### config.mk
export PLATFORM = sky130hd
export DESIGN_NAME = abro_input_conditioner
export DESIGN_NICKNAME = d
export VERILOG_FILES = /design/src/rtl/abro_pkg.sv /design/src/rtl/abro_debounce_channel.sv /design/src/rtl/abro_input_conditioner.sv
export SDC_FILE = /design/constraint.sdc
export NUM_CORES = 1
export LEC_CHECK = 0
export ABC_AREA = 1
export BUFFER_PORTS_ARGS = -buffer_cell sky130_fd_sc_hd__buf_2
export CAP_MARGIN = 40
export CORE_MARGIN = 3
export CORE_UTILIZATION = 45
export CTS_BUF_LIST = sky130_fd_sc_hd__clkbuf_2 sky130_fd_sc_hd__clkbuf_4 sky130_fd_sc_hd__clkbuf_8
export CTS_CLUSTER_DIAMETER = 30
export CTS_CLUSTER_SIZE = 16
export DETAILED_ROUTE_END_ITERATION = 10
export HOLD_SLACK_MARGIN = 0.08
export PLACE_DENSITY = 0.6
export REMOVE_ABC_BUFFERS = 1
export SLEW_MARGIN = 40
export SYNTH_ARGS = -nofsm -noshare
export SYNTH_HDL_FRONTEND = slang
export SYNTH_SLANG_ARGS = --single-unit
### constraint.sdc
create_clock -name clk -period 1.6 [get_ports clk]
set_input_delay 0.08 -clock clk [delete_from_list [all_inputs] [get_ports clk]]
set_output_delay 0.08 -clock clk [all_outputs]
set_load 0.02 [all_outputs]
### src/rtl/abro_pkg.sv
// Shared definitions for the ABRO machine and its input conditioner:
// state encodings and default timing constants.
package abro_pkg;

    // ABRO machine state encoding.
    typedef enum logic [1:0] {
        IDLE  = 2'b00,
        SEEN1 = 2'b01,
        SEEN2 = 2'b10,
        OUT   = 2'b11
    } abro_state_e;

    // Debounce channel state: either settled on the held level, or
    // counting consecutive cycles of disagreement.
    typedef enum logic {
        STABLE = 1'b0,
        CHECK  = 1'b1
    } chan_state_e;

    localparam int DEF_SYNC_STAGES     = 2;
    localparam int DEF_DEBOUNCE_CYCLES = 16;

endpackage : abro_pkg

### src/rtl/abro_debounce_channel.sv
// One conditioning channel: multi-flop synchroniser, debounce counter FSM
// and a registered rising-edge pulse on the accepted level.
module abro_debounce_channel
    import abro_pkg::*;
#(
    parameter int SYNC_STAGES     = DEF_SYNC_STAGES,
    parameter int DEBOUNCE_CYCLES = DEF_DEBOUNCE_CYCLES
) (
    input  logic clk,
    input  logic reset,
    input  logic raw_i,
    output logic sync_o,
    output logic level_o,
    output logic rise_o
);

    localparam int CNT_W = $clog2(DEBOUNCE_CYCLES + 1);
    localparam logic [CNT_W-1:0] CNT_ONE  = CNT_W'(1);
    localparam logic [CNT_W-1:0] CNT_LAST = CNT_W'(DEBOUNCE_CYCLES - 1);

    logic [SYNC_STAGES-1:0] sync_q;
    logic                   s;

    chan_state_e      state_q, state_d;
    logic [CNT_W-1:0] cnt_q, cnt_d;
    logic             level_q, level_d;
    logic             rise_q, rise_d;

    // Synchroniser shift chain; the raw line enters at bit 0.
    always_ff @(posedge clk or negedge reset) begin
        if (!reset) begin
            sync_q <= '0;
        end else begin
            sync_q <= {sync_q[SYNC_STAGES-2:0], raw_i};
        end
    end

    assign s = sync_q[SYNC_STAGES-1];

    // Debounce decision: accept a new level only after it has disagreed
    // with the held level for DEBOUNCE_CYCLES consecutive samples.
    always_comb begin
        state_d = state_q;
        cnt_d   = cnt_q;
        level_d = level_q;
        rise_d  = 1'b0;
        case (state_q)
            STABLE: begin
                if (s != level_q) begin
                    if (DEBOUNCE_CYCLES == 1) begin
                        // A single differing sample is already enough.
                        level_d = s;
                        rise_d  = s;
                    end else begin
                        state_d = CHECK;
                        cnt_d   = CNT_ONE;
                    end
                end
            end
            CHECK: begin
                if (s == level_q) begin
                    // Glitch: input went back before the window completed.
                    state_d = STABLE;
                    cnt_d   = '0;
                end else if (cnt_q == CNT_LAST) begin
                    level_d = s;
                    rise_d  = s;
                    cnt_d   = '0;
                    state_d = STABLE;
                end else begin
                    cnt_d = cnt_q + CNT_ONE;
                end
            end
            default: begin
                state_d = STABLE;
                cnt_d   = '0;
            end
        endcase
    end

    // FSM, counter, held level and rise pulse registers.
    always_ff @(posedge clk or negedge reset) begin
        if (!reset) begin
            state_q <= STABLE;
            cnt_q   <= '0;
            level_q <= 1'b0;
            rise_q  <= 1'b0;
        end else begin
            state_q <= state_d;
            cnt_q   <= cnt_d;
            level_q <= level_d;
            rise_q  <= rise_d;
        end
    end

    assign sync_o  = s;
    assign level_o = level_q;
    assign rise_o  = rise_q;

endmodule : abro_debounce_channel

### src/rtl/abro_input_conditioner.sv
// Front-end for the ABRO machine: two independent debounce channels for the
// raw A and B lines, plus a flag that is high when neither has a change pending.
module abro_input_conditioner
    import abro_pkg::*;
#(
    parameter int SYNC_STAGES     = DEF_SYNC_STAGES,
    parameter int DEBOUNCE_CYCLES = DEF_DEBOUNCE_CYCLES
) (
    input  logic clk,
    input  logic reset,
    input  logic A_raw,
    input  logic B_raw,
    output logic A,
    output logic B,
    output logic A_rise,
    output logic B_rise,
    output logic settled
);

    logic sync_a, sync_b;
    logic level_a, level_b;

    abro_debounce_channel #(
        .SYNC_STAGES    (SYNC_STAGES),
        .DEBOUNCE_CYCLES(DEBOUNCE_CYCLES)
    ) u_chan_a (
        .clk    (clk),
        .reset  (reset),
        .raw_i  (A_raw),
        .sync_o (sync_a),
        .level_o(level_a),
        .rise_o (A_rise)
    );

    abro_debounce_channel #(
        .SYNC_STAGES    (SYNC_STAGES),
        .DEBOUNCE_CYCLES(DEBOUNCE_CYCLES)
    ) u_chan_b (
        .clk    (clk),
        .reset  (reset),
        .raw_i  (B_raw),
        .sync_o (sync_b),
        .level_o(level_b),
        .rise_o (B_rise)
    );

    assign A = level_a;
    assign B = level_b;

    // Settled purely from registered state, so raw lines never reach an output.
    assign settled = (sync_a == level_a) && (sync_b == level_b);

endmodule : abro_input_conditioner

==> results.json, run 1 <==
{
  "min_period_over_period_pct": 84.9,
  "cp_top_family": "flip-flops",
  "detailedRoute.firstPassIterationCount": 4,
  "maximum_number_of_pins_on_one_net_before_global_route_repair": 21,
  "worst_hold_path_type": "input pin to async pin",
  "yosys.area.top_type_share_pct": 54.0,
  "fillCellCount": 185,
  "worst-setup-path-type": "flip-flop to output pin",
  "antenna-diode-count": 0,
  "finalHoldWorstSlack_ps": 248,
  "place.port_buffers": 8,
  "dominant_cell_type_by_area_after_synthesis": "sky130_fd_sc_hd__dfrtp_1",
  "power.static_leakage_uw": 0.000546,
  "critical_path_cell_count": 5,
  "synth.top_cells.by_area": "sky130_fd_sc_hd__dfrtp_1, sky130_fd_sc_hd__nand2_1, sky130_fd_sc_hd__nand3_1",
  "syn_area_per_cell_um2": 8.83,
  "pwr-share-seq_pct": 59.8,
  "multi_input_area_um2": 385,
  "worst_pin_slew_ps": 431,
  "worst_r2r_path_depth": 4,
  "route.detailed.vias_per_inst": 4.88,
  "fmaxAchievable_mhz": 737,
  "placedInstanceArea_um2": 998,
  "grt_antenna_before_repair": 0,
  "critical_path.cell_chain": "inv_1 -> nand2_1 -> nand2_2 -> nor2_1 -> buf_2",
  "cp_startpoint": "u_chan_b.level_o",
  "vias": 708,
  "crit_buf_inv": 2,
  "endpoint": "settled",
  "rsz0062_at_grt": "false",
  "area_growth_pct": 14.8,
  "number_of_setup_violations_in_the_final_report": 0,
  "crit-reg2reg-launch": "u_chan_a.cnt_q[0]",
  "num_rows": 15,
  "dpl.hpwl_um": 1250,
  "slew_violations": 0,
  "postRouteWirelength_um": 1740,
  "cts_inserted_buffers": 3,
  "status": "completed",
  "report.power.total_uw": 940,
  "setup_fix_bufs_post_cts": 0,
  "worst_ep_arrival_time_ps": 1280,
  "start_util_pct": 50.4,
  "worst_ir_drop_vdd_mv": 0.625,
  "worst_slew_margin_relative_to_its_limit_pct": 71.3,
  "setup-tns-final_ps": 0,
  "final_area_um2": 1060,
  "cts.path.max_buffers": 2,
  "layout.cells.most_common": "sky130_fd_sc_hd__nand2_1",
  "tritoncts": "yes",
  "yosys_warnings": 0,
  "syn-cell-area_um2": 927,
  "routability_cong": 0.798,
  "area_of_the_die_um2": 2640,
  "floorplan.die.width_um": 51.4,
  "drcViolationCount": 0,
  "max_cap_viol_count": 0,
  "worst_path_max_delay_cell": "sky130_fd_sc_hd__dfrtp_1",
  "setup_clock_skew_after_layout_ps": 7.74,
  "crit_path_max_fanout": 5,
  "clockRootBuffer": "sky130_fd_sc_hd__clkbuf_4",
  "clkSinkCount": 20,
  "syn_inst": 105,
  "worstSkewPairLatency_ps": 300,
  "globalRoute.totalOverflow": 0,
  "final_hold_viol_count": 0,
  "synth.yosys.seq_area_share_pct": 54.0,
  "cell_internal_power_uw": 705,
  "layout.area.seq_um2": 500,
  "power.switching_uw": 235,
  "setup.reg_to_reg.worst_slack_ps": 340,
  "cp-start-kind": "flip-flop",
  "avgRoutedWirePerCell_um": 12.0,
  "coreArea_um2": 1840,
  "critPathCaptureType": "output pin",
  "io_pins": 9,
  "drive_above_1_share_pct": 22.5,
  "register_bit_count_reported_by_yosys": 20,
  "power-per-cell-area_nw_per_um2": 883,
  "drtAntennaViolNets": 0,
  "die-height_um": 51.4,
  "detail_route.iter0.violations": 6,
  "cts_htree_levels": 1,
  "net_sw_share_pct": 25.0,
  "min_period_ps": 1360,
  "yosysUniqueCellTypes": 18,
  "grt_util_all_layers_pct": 16.6,
  "path_clk_slew_ps": 110,
  "power_frac_clock_pct": 30.8,
  "cp_slowest_stage_delay_ps": 420,
  "fin_nets": 127,
  "grt_pass1_wl_um": 3200,
  "power.combinational.fraction_pct": 9.4,
  "layout.cells.most_common_list": "sky130_fd_sc_hd__nand2_1, sky130_fd_sc_hd__dfrtp_1, sky130_fd_sc_hd__nand3_1",
  "first_global_vias": 715,
  "reg2reg_to": "u_chan_a.cnt_q[0]",
  "worst_ep_required_time_ps": 1520
}
-- layer usage --
layer | vias up | global-route usage [%] | part of all wire [%]
met5 | - | 0 | 0
met4 | 0 | 7.86 | 2.1
met3 | 5 | 4.37 | 3.5
met2 | 11 | 24.8 | 44
met1 | 326 | 22.1 | 50
li1 | 366 | - | -
-- what timing repair did --
item,in CTS,in global routing
hold endpoints to repair,22,0
gates resized for setup,0,0
setup endpoints to repair,0,0
hold buffers,3,0
-- worst reg2reg max path, stage by stage, from the launching register on --
cell	delay [ps]
sky130_fd_sc_hd__dfrtp_1	450
sky130_fd_sc_hd__ha_1	240
sky130_fd_sc_hd__nand3_2	120
sky130_fd_sc_hd__nor3_2	240
sky130_fd_sc_hd__nor2_1	100
-- cell usage after synthesis (all sizes together) --
library cell	number
o21ai	6
inv	11
ha	2
a21oi	1
nand4	2
nor2	11
xnor2	2
dfrtp	20
nand3	13
nor3	2
nand2	35
-- worst min path at each step --
stage,from,depth (start not counted),slack (ps),endpoint
final,reset,2,250,u_chan_a.cnt_q[3]
after global routing,reset,2,280,u_chan_a.cnt_q[1]
after CTS,reset,2,240,u_chan_a.cnt_q[3]
after detailed placement,reset,1,60,u_chan_a.cnt_q[2]
after global placement,reset,1,50,u_chan_a.cnt_q[2]
after floorplan,reset,0,-220,u_chan_a.cnt_q[0]
-- layout make-up --
| cell class | count | share of cell area [%] |
|---|---|---|
| Multi-Input combinational cell | 74 | 36.2 |
| Timing Repair Buffer | 11 | 6.58 |
| Inverter | 11 | 3.88 |
| Clock buffer | 4 | 3.41 |
| Sequential cell | 20 | 47.0 |
| Tap cell | 25 | 2.94 |
-- sequential cells by signal, indices dropped and copies added, names as in the netlist --
register          cells
u_chan_a.cnt_q        5
u_chan_a.level_o      1
u_chan_a.rise_o       1
u_chan_a.state_q      1
u_chan_a.sync_q       2
u_chan_b.cnt_q        5
u_chan_b.level_o      1
u_chan_b.rise_o       1
u_chan_b.state_q      1
u_chan_b.sync_q       2
-- stage by stage --
step	instances	util (%)	setup WS, ps
after global routing	145	57.9	113
after detailed placement	138	54.3	370
final	145	57.9	242
after CTS	145	57.9	209
after floorplan	105	-	487
after global placement	138	54.3	431
-- kinds of logic after synthesis --
| logic type | share of synthesized area [%] |
|---|---|
| AOI/OAI and AO/OA | 3.78 |
| buffers and inverters | 4.45 |
| DFF | 54.0 |
| xor gates and xnor gates | 1.89 |
| and+or+nand+nor | 33.2 |
| adders and majority gates | 2.70 |
-- power by group through the flow --
stage	combinational (uW)	clock, uW	sequential, uW
finish	88.1	290	562
floorplan	58.3	0	563
CTS	90.2	306	562
detailed placement	85.2	0	571
global placement	81.4	0	570
global route	101	325	567
Power figures use the tool's default switching activity.
==> run 2: changes to the inputs <==
clock period = 1.3 ns   (was 1.6 ns; I/O delays follow)
==> run 2 against run 1 <==
Sequential cell count unchanged; largest cell class unchanged; largest power group unchanged; combinational power is 71% higher; final cell count is 5.5% higher; setup slack worse by 190 ps; sequential share of layout area down 4.1 points; clock power grew 24%; die area unchanged; critical path type unchanged; utilization up 5.9 points; worst hold slack got worse by 20 ps.
==> results.json, run 2 (same netlist as run 1, synthesis figures left out) <==
{
  "numPlacedInstances": 138,
  "drive_above_1_share_pct": 33.6,
  "grt_util_all_layers_pct": 16.9,
  "tritoncts": "yes",
  "worst-setup-path-type": "flip-flop to output pin",
  "antenna-diode-count": 0,
  "multi_input_area_um2": 424,
  "fmaxAchievable_mhz": 802,
  "report.power.total_uw": 1200,
  "start_util_pct": 50.4,
  "fin_cells": 153,
  "crit_path_max_fanout": 5,
  "grt_antenna_before_repair": 0,
  "area_growth_pct": 26.5,
  "path_clk_slew_ps": 110,
  "slew_violations": 0,
  "area_of_the_die_um2": 2640,
  "dpl.hpwl_um": 1250,
  "max_cap_viol_count": 0,
  "worst_pin_slew_ps": 430,
  "vias": 749,
  "io_pins": 9,
  "worstSkewPairLatency_ps": 300,
  "detailedRoute.firstPassIterationCount": 4,
  "maximum_number_of_pins_on_one_net_before_global_route_repair": 21,
  "min_period_over_period_pct": 95.9,
  "postRouteWirelength_um": 1830,
  "globalRoute.totalOverflow": 0,
  "worst_hold_path_type": "input pin to async pin",
  "setup_clock_skew_after_layout_ps": 9.06,
  "worst_ir_drop_vdd_mv": 0.772,
  "critPathCaptureType": "output pin",
  "detail_route.iter0.violations": 14,
  "fin_nets": 135,
  "layout.area.seq_um2": 503,
  "routability_cong": 0.798,
  "power.static_leakage_uw": 0.000579,
  "worst_path_max_delay_cell": "sky130_fd_sc_hd__dfrtp_1",
  "layout.cells.most_common_list": "sky130_fd_sc_hd__nand2_1, sky130_fd_sc_hd__dfrtp_1, sky130_fd_sc_hd__nand3_1",
  "worst_ep_arrival_time_ps": 1180,
  "grt_pass1_wl_um": 3270,
  "avgRoutedWirePerCell_um": 11.9,
  "worst_ep_required_time_ps": 1240,
  "clkSinkCount": 20,
  "finish.utilization_pct": 63.7,
  "min_period_ps": 1250,
  "status": "completed",
  "first_global_vias": 743,
  "place.port_buffers": 8,
  "largestRegisters": "u_chan_a.cnt_q (5), u_chan_b.cnt_q (5)",
  "worst_slew_margin_relative_to_its_limit_pct": 71.3,
  "drcViolationCount": 0,
  "rsz0062_at_grt": "true",
  "cts.path.max_buffers": 2,
  "cp_slowest_stage_delay_ps": 430,
  "die-height_um": 51.4,
  "cts_htree_levels": 1,
  "layout.cells.most_common": "sky130_fd_sc_hd__nand2_1",
  "num_rows": 15,
  "floorplan.die.width_um": 51.4,
  "cp-start-kind": "flip-flop",
  "power-per-cell-area_nw_per_um2": 1030,
  "coreArea_um2": 1840,
  "fillCellCount": 168,
  "critical-path-top-cell-by-count": "sky130_fd_sc_hd__nand2_2",
  "drtAntennaViolNets": 0,
  "final_hold_viol_count": 0,
  "clockRootBuffer": "sky130_fd_sc_hd__clkbuf_4",
  "critical_path.cell_chain": "inv_2 -> nand2_2 -> nand2_2 -> nor2_4 -> buf_6",
  "setup-tns-final_ps": 0,
  "route.detailed.vias_per_inst": 4.90,
  "cts_inserted_buffers": 3,
  "number_of_setup_violations_in_the_final_report": 0
}
## run 2: per-stage QoR
stage | setup slack, ps | cell area (um2) | hold WS [ps]
2_1_floorplan | 202 | 927 | -231
3_3_place_gp | 131 | 998 | 35.6
3_5_place_dp | 70.2 | 998 | 40.4
4_1_cts | 10.9 | 1090 | 228
5_1_grt | -22.6 | 1170 | 265
6_report | 52.9 | 1170 | 228
## run 2: area by class of cell
class | instances | area share (%)
repair buffers | 19 | 11.6
flip-flops and latches | 20 | 42.9
clock buffers | 4 | 3.09
inverters | 11 | 3.52
well taps | 25 | 2.67
multi-input cells | 74 | 36.2
## run 2: per-layer routing
metal | part of all wire (%) | track usage [%]
met2 | 46 | 25.6
met3 | 3.7 | 4.37
met4 | 2.1 | 7.86
met1 | 48 | 22.3
met5 | 0 | 0
## run 2: final timing paths
| path | startpoint | endpoint | slack, ps | cells past startpoint |
|---|---|---|---|---|
| worst max-delay path | u_chan_b.level_o | settled | 50 | 5 |
| worst min-delay path | reset | u_chan_a.cnt_q[1] | 230 | 2 |
| worst max register to register | u_chan_b.cnt_q[1] | u_chan_b.level_o | 110 | 6 |
| worst min register to register | u_chan_a.sync_q[0] | u_chan_a.sync_q[1] | 360 | 0 |
| max in group asynchronous | reset | u_chan_a.sync_q[1] | 740 | 2 |
| min in group clk | u_chan_a.sync_q[0] | u_chan_a.sync_q[1] | 360 | 0 |
## run 2: timing repair
item | 4_1_cts | 5_1_grt
endpoints found under the setup margin | 1 | 5
gates resized for setup | 4 | 11
pin swaps | 1 | 4
cloned | 0 | 0
hold endpoints to repair | 22 | 0
buffers inserted | 2 | 6
hold buffers | 3 | 0
## run 2: report_power, final
group          switching (uW)  leakage (uW)  internal [uW]  total, uW
registers                37.9      0.000257            654        692
clock network             189     0.0000210            171        360
logic                    78.5      0.000302           72.6        151
## run 2: worst max-delay path, delay by kind of cell, from the launching register on
kind                   cells  cell delay, ps
flip-flops                 1             430
buffers and inverters      2             180
AND/OR/NAND/NOR            3             270
